<file path="src/rtl/sat_counter.sv">
// Saturating up-counter with synchronous reset and clear; holds at all-ones.
module sat_counter #(
  parameter int CNT_W = 16
) (
  input  logic             clk,
  input  logic             rst,
  input  logic             clr,
  input  logic             inc,
  output logic [CNT_W-1:0] cnt
);

  always_ff @(posedge clk) begin
    if (rst || clr)
      cnt <= '0;
    else if (inc && (cnt != '1))
      cnt <= cnt + CNT_W'(1);
  end

endmodule

</file>
<file path="config.mk">
export PLATFORM = sky130hd
export DESIGN_NAME = sat_counter
export DESIGN_NICKNAME = d
export VERILOG_FILES = /design/src/rtl/sat_counter.sv
export SDC_FILE = /design/constraint.sdc
export NUM_CORES = 1
export LEC_CHECK = 0
export BUFFER_PORTS_ARGS = -buffer_cell sky130_fd_sc_hd__buf_2
export CORE_MARGIN = 3
export CORE_UTILIZATION = 55
export CTS_BUF_LIST = sky130_fd_sc_hd__clkbuf_2 sky130_fd_sc_hd__clkbuf_4 sky130_fd_sc_hd__clkbuf_8
export CTS_CLUSTER_DIAMETER = 200
export DETAILED_ROUTE_END_ITERATION = 10
export PLACE_DENSITY = 0.91
export SKIP_CTS_REPAIR_TIMING = 1
export SYNTH_ARGS = -nofsm -noshare
export SYNTH_HDL_FRONTEND = slang
export SYNTH_SLANG_ARGS = --single-unit
</file>
<file path="constraint.sdc">
create_clock -name clk -period 3.85 [get_ports clk]
set_clock_uncertainty 0.15 [all_clocks]
set_input_delay 1.155 -clock clk [delete_from_list [all_inputs] [get_ports clk]]
set_output_delay 1.155 -clock clk [all_outputs]
set_load 0.1 [all_outputs]
</file>
## After elaboration in Yosys (flattened, before gate mapping)

Cells that the tools add are included.

| storage, ports and cells | value |
|---|---|
| memories kept | 0 |
| ROM bits | 0 |
| register bits after elaboration | 16 |
| output and inout bits | 16 |
| latch bits | 0 |
| bits in writable memories | 0 |
| input port bits | 4 |

| cells by class | value |
|---|---|
| add/subtract/negate cells | 1 |
| shifts and indexed selects | 0 |
| bitwise logic cells | 0 |
| eq/ne operators | 1 |
| magnitude comparators | 0 |
| div/mod/pow operators | 0 |
| multiply operators | 0 |
| mux-type cells | 0 |
| reduce and logical (&&, ||, !) cells | 2 |

Operators with widths:

| operator | count |
|---|---|
| $add 16x1->16 const B | 1 |
| $ne 16x16->1 const B | 1 |
| $logic_and 1x1->1 | 1 |
| $logic_or 1x1->1 | 1 |

## Depth between registers and ports, before layout

Gate-level depths: netlist of the first run.

| logic depth | value |
|---|---|
| word-level depth | 2 |
| depth in mapped cells | 5 |
| gate-level depth less buffers | 5 |

## Worst setup path before layout of the first run

No wires, ideal clock.

| path | value |
|---|---|
| kind | reg2reg |
| start point | register cnt[0] |
| end point | register cnt[5] |
| clock period less this slack | 2.558 ns |
| cell stages (with the launch flop) | 6 |
| library setup time | 0.062 ns |
| required time | 3.638 ns |
| arrival | 2.346 ns |
| buffers on the path | 0 |
| setup slack | 1.292 ns |
| cell sequence | dfxtp_1 -> ha_1 -> nand3_1 -> or4_4 -> a31oi_1 -> a41o_1 |

| between the ends | value |
|---|---|
| cells in the longest elaborated chain, start to end | 2 |

Ends and longest elaborated chain:

| item | RTL line | text |
|---|---|---|
| start, declared | 9 | `output logic [CNT_W-1:0] cnt` |
| start signal, assigned | 16 | `cnt <= cnt + CNT_W'(1);` |
| branches (longest 2 deep; another with $add 16x1->16) | n/a |  |

Several ways; the timed one is not identified.
A chain may end at the register's enable or synchronous reset.

## Worst setup path after layout of the first run

| path | value |
|---|---|
| start point | register cnt[4] |
| end point | output cnt[4] |

No word-level cell between the ends.

==> results of run 1 <==
-- worst paths after layout --
kind | slack, ns | cells after the start | to | start
worst min register to register | 0.36 | 2 | cnt[15]$_SDFFE_PP0P_ | cnt[15]$_SDFFE_PP0P_
worst max-delay path | 1.26 | 1 | cnt[4] | cnt[4]$_SDFFE_PP0P_
worst max register to register | 1.82 | 5 | cnt[9]$_SDFFE_PP0P_ | cnt[0]$_SDFFE_PP0P_
worst min-delay path | 0.36 | 2 | cnt[15]$_SDFFE_PP0P_ | cnt[15]$_SDFFE_PP0P_
-- cell families (layout without fill, tap and decap cells) --
kind of cell | count (synthesis) | in the layout | synth area share
AO/OA/AOI/OAI | 27 | 27 | 0.2186
XOR/XNOR | 3 | 3 | 0.03102
adder cells (fa/ha/maj) | 1 | 1 | 0.01477
buffers and inverters | 4 | 24 | 0.01920
flip-flops | 16 | 16 | 0.3781
AND/OR/NAND/NOR | 44 | 44 | 0.3382
-- Yosys cell counts, drive strengths merged --
| cell type | n | area share |
|---|---|---|
| ha | 1 | 0.015 |
| and4 | 4 | 0.041 |
| o31ai | 3 | 0.027 |
| nor2 | 7 | 0.031 |
| nand4 | 7 | 0.077 |
| and3 | 1 | 0.013 |
| and2 | 2 | 0.015 |
| nand2 | 6 | 0.027 |
| a41o | 4 | 0.047 |
| nand3 | 5 | 0.030 |
| a21oi | 9 | 0.053 |
| or4 | 4 | 0.040 |
| or2 | 1 | 0.0074 |
| xnor2 | 1 | 0.010 |
| a211oi | 1 | 0.0089 |
| or3 | 5 | 0.037 |
| o21ai | 5 | 0.030 |
| o41ai | 1 | 0.019 |
| nor4 | 1 | 0.015 |
| inv | 1 | 0.0044 |
| clkbuf | 3 | 0.015 |
| xor2 | 2 | 0.021 |
| o211a | 1 | 0.012 |
| nor3 | 1 | 0.0059 |
| dfxtp | 16 | 0.38 |
| a31oi | 3 | 0.022 |
-- stage by stage --
| stage | instance area [µm²] | hold WS (ns) |
|---|---|---|
| 4_1_cts | 984.7 | 0.3601 |
| 3_3_place_gp | 948.4 | 0.3393 |
| 3_5_place_dp | 948.4 | 0.3500 |
| 2_1_floorplan | 847.1 | 0.7624 |
| 6_report | 984.7 | 0.3573 |
| 5_1_grt | 984.7 | 0.4148 |
-- power breakdown --
group	total, W	switching [W]	internal [W]
clock	0.000115	0.0000576	0.0000577
combinational	0.0000162	0.0000122	0.00000391
sequential	0.000167	0.000000997	0.000166
-- layout make-up --
type                       instances  share of cell area
timing repair buffer              19             0.09657
sequential                        16              0.3253
tap                               15             0.01906
clock buffer                       4             0.03685
inverter                           1            0.003812
multi-input combinational         75              0.5184
-- worst register-to-register path, delay by kind of cell, from the launching register on --
kind	cells	cell delay (ns)
fa+ha+maj	1	0.23
simple gates	2	0.82
flops	1	0.42
compound gates	2	0.35
-- per-layer routing --
metal | GRT usage | wire length (µm) | vias to the layer above
met5 | 0 | 0 | -
met4 | 0.1345 | 68 | 0
met3 | 0.05976 | 123 | 9
met2 | 0.3672 | 952 | 37
met1 | 0.2833 | 890 | 400
li1 | - | - | 418
==> impl_metrics.yaml, run 1 <==
clocking:
  cts_buffers: 3
  clk_latency_ns: 0.29
  clock_path_buffers: 2
  htree_levels: 1
  clkSinkCount: 16
  cts_tree: "built"
  cts-root-buf: "clkbuf_4"
  cts.clk_slew.worst_paths_ns: 0.10
routing:
  finalWirelength_um: 2034
  vias_per_cell: 6.646
  dr.pass1.iters: 4
  drc_errors: 0
  drt_iter0_markers: 21
  vias: 864
  ant_nets: 0
  wl_per_cell_um: 15.65
setup_path:
  worst-path-buf-inv: 1
  worst_path_largest_cell_delay_ns: 0.49
  end_kind: "output pin"
  setup.worst_path.class: "register to output pin"
  cpMaxStageDelayCell: "dfxtp_1"
  path_max_fanout: 7
  cp_top_family: "flip-flops"
  cp-start-kind: "register"
  worstPathRequired_ns: 2.54
  crit_arrival_ns: 1.28
  cp_cell_sequence: "buf_2"
logic_synthesis:
  synth-seq-cells: 16
  ys_seq_area_frac: 0.3781
  ys.warnings.count: 0
  synthesis.nets: 100
  synthCells: 95
  synth_area_um2: 847.1
  avgSynthCellArea_um2: 8.916
  yosysUniqueCellTypes: 30
outcome:
  status: "completed"
place:
  io_buffers: 19
  place_ws_ns: 1.378
  dp_cells: 126
  dp_hpwl_um: 1460
  gp_congestion: 0.7658
floorplan:
  initial_core_util: 0.6200
  die_x_um: 45.25
  dieArea_um2: 2047
  core_area_um2: 1366
  io_pins: 20
  num_rows: 13
  die_y_um: 45.25
timing:
  relSlewSlack: 0.5546
  slew_violations: 0
  post-route-period-util: 0.6720
  fin_tns_setup_ns: 0
  rsz0062_at_grt: "no"
  finalHoldViolations: 0
  fin_crit_ns: 2.587
  tightest_slew_ns: 0.6626
  clock.fmax_ghz: 0.3865
  finalWorstSetupSlack_ns: 1.263
  setup_viol: 0
run:
  drv_cap: 0
layout:
  n_antenna_cell: 0
  final_cells: 130
  fin_util: 0.7207
  top_register: "cnt"
  reg.largest.list: "cnt: 16 flops"
  nFillCells: 104
  drive_gt1_frac: 0.2609
  fin_nets: 121
  area_delta_synth_final_pct: 16.25
  seq_area_um2: 320.3
  multiInputGateArea_um2: 510.5
  final_cell_mix: "19 x buf_2, 16 x dfxtp_1, 9 x a21oi_1"
  largest_register_ffs: 16
  final_common_cell: "buf_2"
global_route:
  grt-ovfl-total: 0
  grt_max_degree: 16
  antenna_found_initial: 0
  gr-usage-all-layers: 0.2328
  first_global_vias: 805
  grt_pass1_wl_um: 3456
power:
  ir_worst_vdd_uv: 183.1
  totalPowerFinal_w: 0.0002986
  p_leak_nw: 0.4163
  powerDensity_nw_per_um2: 303.2
hold_path:
  hp-class: "register to register"
Power figures use the tool's default switching activity.
==> run 2: changes to the inputs <==
--- a/config.mk
+++ b/config.mk
@@ -7,11 +7,11 @@
 export LEC_CHECK = 0
 export BUFFER_PORTS_ARGS = -buffer_cell sky130_fd_sc_hd__buf_2
 export CORE_MARGIN = 3
-export CORE_UTILIZATION = 55
+export CORE_UTILIZATION = 54
 export CTS_BUF_LIST = sky130_fd_sc_hd__clkbuf_2 sky130_fd_sc_hd__clkbuf_4 sky130_fd_sc_hd__clkbuf_8
 export CTS_CLUSTER_DIAMETER = 200
 export DETAILED_ROUTE_END_ITERATION = 10
-export PLACE_DENSITY = 0.91
+export PLACE_DENSITY = 0.9
 export SKIP_CTS_REPAIR_TIMING = 1
 export SYNTH_ARGS = -nofsm -noshare
 export SYNTH_HDL_FRONTEND = slang
==> constraint.sdc (replaced) <==
create_clock -name clk -period 2.6 [get_ports clk]
set_clock_uncertainty 0.15 [all_clocks]
set_input_delay 0.78 -clock clk [delete_from_list [all_inputs] [get_ports clk]]
set_output_delay 0.78 -clock clk [all_outputs]
set_load 0.1 [all_outputs]
==> run 2 against run 1 <==
  * Final cell count unchanged
  * Count of clock-buffer cells in the layout unchanged
  * Hold slack better by 0.0022 ns
  * First-iteration DRC count unchanged
  * Final area unchanged
  * Combinational power up 44%
  * Flip-flop and latch count unchanged
  * Setup slack worse by 0.88 ns
  * Critical path type unchanged
  * Largest cell class unchanged
  * Highest routed layer unchanged
==> impl_metrics.yaml, run 2 (same netlist as run 1, synthesis figures left out) <==
outcome:
  status: "completed"
layout:
  reg.largest.list: "cnt: 16 flops"
  finish.instance_area_um2: 984.7
  nFillCells: 118
  n_antenna_cell: 0
  final_common_cell: "buf_2"
  top_register: "cnt"
  final_cell_mix: "19 x buf_2, 16 x dfxtp_1, 9 x a21oi_1"
  fin_nets: 121
  final_cells: 130
  area_delta_synth_final_pct: 16.25
  drive_gt1_frac: 0.2609
  fin_util: 0.7122
  largest_register_ffs: 16
place:
  dp_cells: 126
  gp_congestion: 0.7945
  dp_hpwl_um: 1437
  place_area_um2: 948.4
  io_buffers: 19
power:
  seq_power_share: 0.564
  p_clk_frac: 0.382
  totalPowerFinal_w: 0.0004382
  p_int_w: 0.0003371
  p_leak_nw: 0.4163
  powerDensity_nw_per_um2: 445.0
  p_sw_w: 0.0001011
  power_frac_comb: 0.053
  swShare: 0.2307
  ir_worst_vdd_uv: 324.8
routing:
  vias: 872
  vias_per_cell: 6.708
  drt_iter0_markers: 21
  ant_nets: 0
  wl_per_cell_um: 15.48
  drc_errors: 0
  dr.pass1.iters: 4
  finalWirelength_um: 2012
timing:
  fin_crit_ns: 2.217
  relSlewSlack: 0.5914
  finalHoldViolations: 0
  fin_tns_setup_ns: 0
  tightest_slew_ns: 0.6078
  setup_viol: 0
  rsz0062_at_grt: "no"
  slew_violations: 0
  clock.fmax_ghz: 0.4510
  post-route-period-util: 0.8527
global_route:
  grt-ovfl-total: 0
  grt_pass1_wl_um: 3477
  first_global_vias: 805
  antenna_found_initial: 0
  gr-usage-all-layers: 0.2311
  grt_max_degree: 16
clocking:
  clock_path_buffers: 2
  cts_tree: "built"
  cts_buffers: 3
  clk_latency_ns: 0.29
  cts-root-buf: "clkbuf_4"
  htree_levels: 1
  cts.clk_slew.worst_paths_ns: 0.09
  clkSinkCount: 16
setup_path:
  cp_top_family: "flip-flops"
  crit_arrival_ns: 1.29
  worst-path-buf-inv: 1
  cp-start-kind: "register"
  worstPathRequired_ns: 1.67
  cpMaxStageDelayCell: "dfxtp_1"
  worst_path_largest_cell_delay_ns: 0.50
  cp_cell_sequence: "buf_2"
  setup.worst_path.class: "register to output pin"
  path_max_fanout: 10
  end_kind: "output pin"
run:
  drv_cap: 0
floorplan:
  num_rows: 13
  die_x_um: 45.61
  io_pins: 20
  die_y_um: 45.61
  dieArea_um2: 2080
  core_area_um2: 1383
  initial_core_util: 0.6127
hold_path:
  hp-class: "register to register"
==> run 2: cell counts in the layout (fill, tap and decap cells not counted) <==
No cell type changed its count.
==> run 2: per-layer routing <==
layer	track usage	vias up	part of all wire
met5	0	-	0
met4	0.1462	0	0.029
met3	0.05534	7	0.073
met2	0.3538	38	0.49
met1	0.2867	410	0.41
li1	-	417	-
==> run 2: power groups by stage <==
stage                     registers (W)   logic [W]  clock network [W]
after floorplan                0.000261  0.00000929                  0
after global placement         0.000253   0.0000231                  0
after detailed placement       0.000253   0.0000233                  0
after CTS                      0.000247   0.0000234           0.000173
after global routing           0.000248   0.0000253           0.000179
final                          0.000247   0.0000234           0.000168
==> run 2: cell type report <==
class / instances / area, µm² / area share
well taps: 15 / 18.77 / 0.01906
clock buffers: 4 / 36.28 / 0.03685
multi-input cells: 75 / 510.5 / 0.5184
flip-flops and latches: 16 / 320.3 / 0.3253
inverters: 1 / 3.754 / 0.003812
repair buffers: 19 / 95.09 / 0.09657
==> run 2: final timing paths <==
path / start / to / slack [ns] / cells past startpoint
setup reg to reg: cnt[0]$_SDFFE_PP0P_ / cnt[13]$_SDFFE_PP0P_ / 0.64 / 5
setup / recovery: cnt[9]$_SDFFE_PP0P_ / cnt[9] / 0.38 / 1
hold / removal: cnt[1]$_SDFFE_PP0P_ / cnt[1]$_SDFFE_PP0P_ / 0.36 / 2
hold reg to reg: cnt[1]$_SDFFE_PP0P_ / cnt[1]$_SDFFE_PP0P_ / 0.36 / 2
==> run 2: per-stage QoR <==
step           hold slack [ns]  setup WS, ns
6_report                0.3595        0.3829
5_1_grt                 0.4043        0.3477
4_1_cts                 0.3611        0.3856
3_5_place_dp            0.3482        0.4495
3_3_place_gp            0.3345        0.5407
2_1_floorplan           0.7624       0.04229
==> run 3: changes to the inputs <==
==> constraint.sdc (replaced) <==
create_clock -name clk -period 2.4 [get_ports clk]
set_clock_uncertainty 0.15 [all_clocks]
set_input_delay 0.72 -clock clk [delete_from_list [all_inputs] [get_ports clk]]
set_output_delay 0.72 -clock clk [all_outputs]
set_load 0.1 [all_outputs]
==> run 3 against run 2 <==
  * The flow now finishes with violations (design-rule violations)
  * Critical path depth unchanged
  * Setup slack lost 0.095 ns
  * Non-clock buffer count unchanged
  * Count of clock-buffer cells in the layout fell by 1
  * Sequential share of layout area up 0.98 points
  * Via count shrank 2.3%
  * Clock power is 17% lower
  * Die area stayed put
  * Total power is 1.1% lower
  * Critical endpoint is now cnt[4]
==> impl_metrics.yaml, run 3 (same netlist as run 1, synthesis figures left out) <==
routing:
  finalWirelength_um: 1929
  ant_nets: 0
  wl_per_cell_um: 14.95
  vias_per_cell: 6.605
  drc_errors: 1
  drt_iter0_markers: 32
  vias: 852
  dr.pass1.iters: 8
setup_path:
  end_kind: "output pin"
  worst_path_largest_cell_delay_ns: 0.48
  cpMaxStageDelayCell: "dfxtp_1"
  worstPathRequired_ns: 1.53
  worst-path-buf-inv: 1
  path_max_fanout: 7
  cp_top_family: "flip-flops"
  cp-start-kind: "register"
  cp_cell_sequence: "buf_2"
  crit_arrival_ns: 1.24
  setup.worst_path.class: "register to output pin"
layout:
  n_antenna_cell: 0
  fin_nets: 121
  final_common_cell: "buf_2"
  final_cell_mix: "19 x buf_2, 10 x dfxtp_1, 9 x a21oi_1"
  largest_register_ffs: 16
  drive_gt1_frac: 0.3070
  finish.instance_area_um2: 978.4
  top_register: "cnt"
  reg.largest.list: "cnt: 16 flops"
  final_cells: 129
  area_delta_synth_final_pct: 15.51
global_route:
  gr-usage-all-layers: 0.2167
  antenna_found_initial: 0
  grt_pass1_wl_um: 3346
  grt-ovfl-total: 0
  first_global_vias: 804
  grt_max_degree: 16
timing:
  relSlewSlack: 0.6229
  fin_tns_setup_ns: 0
  clock.fmax_ghz: 0.4734
  setup_viol: 0
  post-route-period-util: 0.8802
  slew_violations: 0
  finalHoldViolations: 0
  tightest_slew_ns: 0.5595
  rsz0062_at_grt: "no"
  fin_crit_ns: 2.113
  finalWorstSetupSlack_ns: 0.2874
clocking:
  cts_buffers: 3
  cts_tree: "built"
  htree_levels: 1
  clk_latency_ns: 0.28
  cts-root-buf: "clkbuf_4"
  cts.clk_slew.worst_paths_ns: 0.09
  clkSinkCount: 16
  clock_path_buffers: 2
power:
  p_leak_nw: 0.4121
  totalPowerFinal_w: 0.0004333
  ir_worst_vdd_uv: 331.7
  powerDensity_nw_per_um2: 442.8
floorplan:
  dieArea_um2: 2080
  num_rows: 13
  die_x_um: 45.61
  core_area_um2: 1383
  die_y_um: 45.61
  initial_core_util: 0.6127
  io_pins: 20
place:
  place_area_um2: 955.9
  io_buffers: 19
  place_ws_ns: 0.2960
  dp_cells: 126
  gp_congestion: 0.8015
  dp_hpwl_um: 1453
run:
  drv_cap: 0
hold_path:
  hp-class: "register to register"
outcome:
  status: "finished, violations left"
  violations: "design-rule violations"
-- run 3: path summary, 6_finish.rpt --
kind | startpoint | endpoint | slack [ns] | cells after the start
worst max-delay path | cnt[4]$_SDFFE_PP0P_ | cnt[4] | 0.29 | 1
worst min-delay path | cnt[1]$_SDFFE_PP0P_ | cnt[1]$_SDFFE_PP0P_ | 0.35 | 2
worst max register to register | cnt[0]$_SDFFE_PP0P_ | cnt[3]$_SDFFE_PP0P_ | 0.49 | 5
worst min register to register | cnt[1]$_SDFFE_PP0P_ | cnt[1]$_SDFFE_PP0P_ | 0.35 | 2
-- run 3: metal layers --
metal  track usage  vias to the layer above  wire (µm)  part of all wire
met5             0                        -          0                 0
met3       0.03557                       15        101             0.052
met1        0.2578                      388        808              0.42
met4        0.1287                        0         89             0.046
li1              -                      416          -                 -
met2        0.3593                       33        931              0.48
-- run 3: final cells by class --
cell class,count,area (µm²)
Multi-Input combinational cell,75,510.5
Fill cell,118,404.1
Sequential cell,16,327.8
Timing Repair Buffer,19,95.09
Clock buffer,3,22.52
Tap cell,15,18.77
Inverter,1,3.754
-- run 3: through the flow --
| stage | util | hold slack [ns] |
|---|---|---|
| after detailed placement | 0.6914 | 0.3296 |
| after global routing | 0.7077 | 0.3611 |
| after floorplan | - | 0.5461 |
| after global placement | 0.6914 | 0.3163 |
| after CTS | 0.7077 | 0.3422 |
| final | 0.7077 | 0.3450 |
-- run 3: report_power, final --
part	internal (W)	switching (W)
Combinational	0.00000625	0.0000193
Clock	0.0000583	0.0000810
Sequential	0.000267	0.00000183
Total	0.000331	0.000102
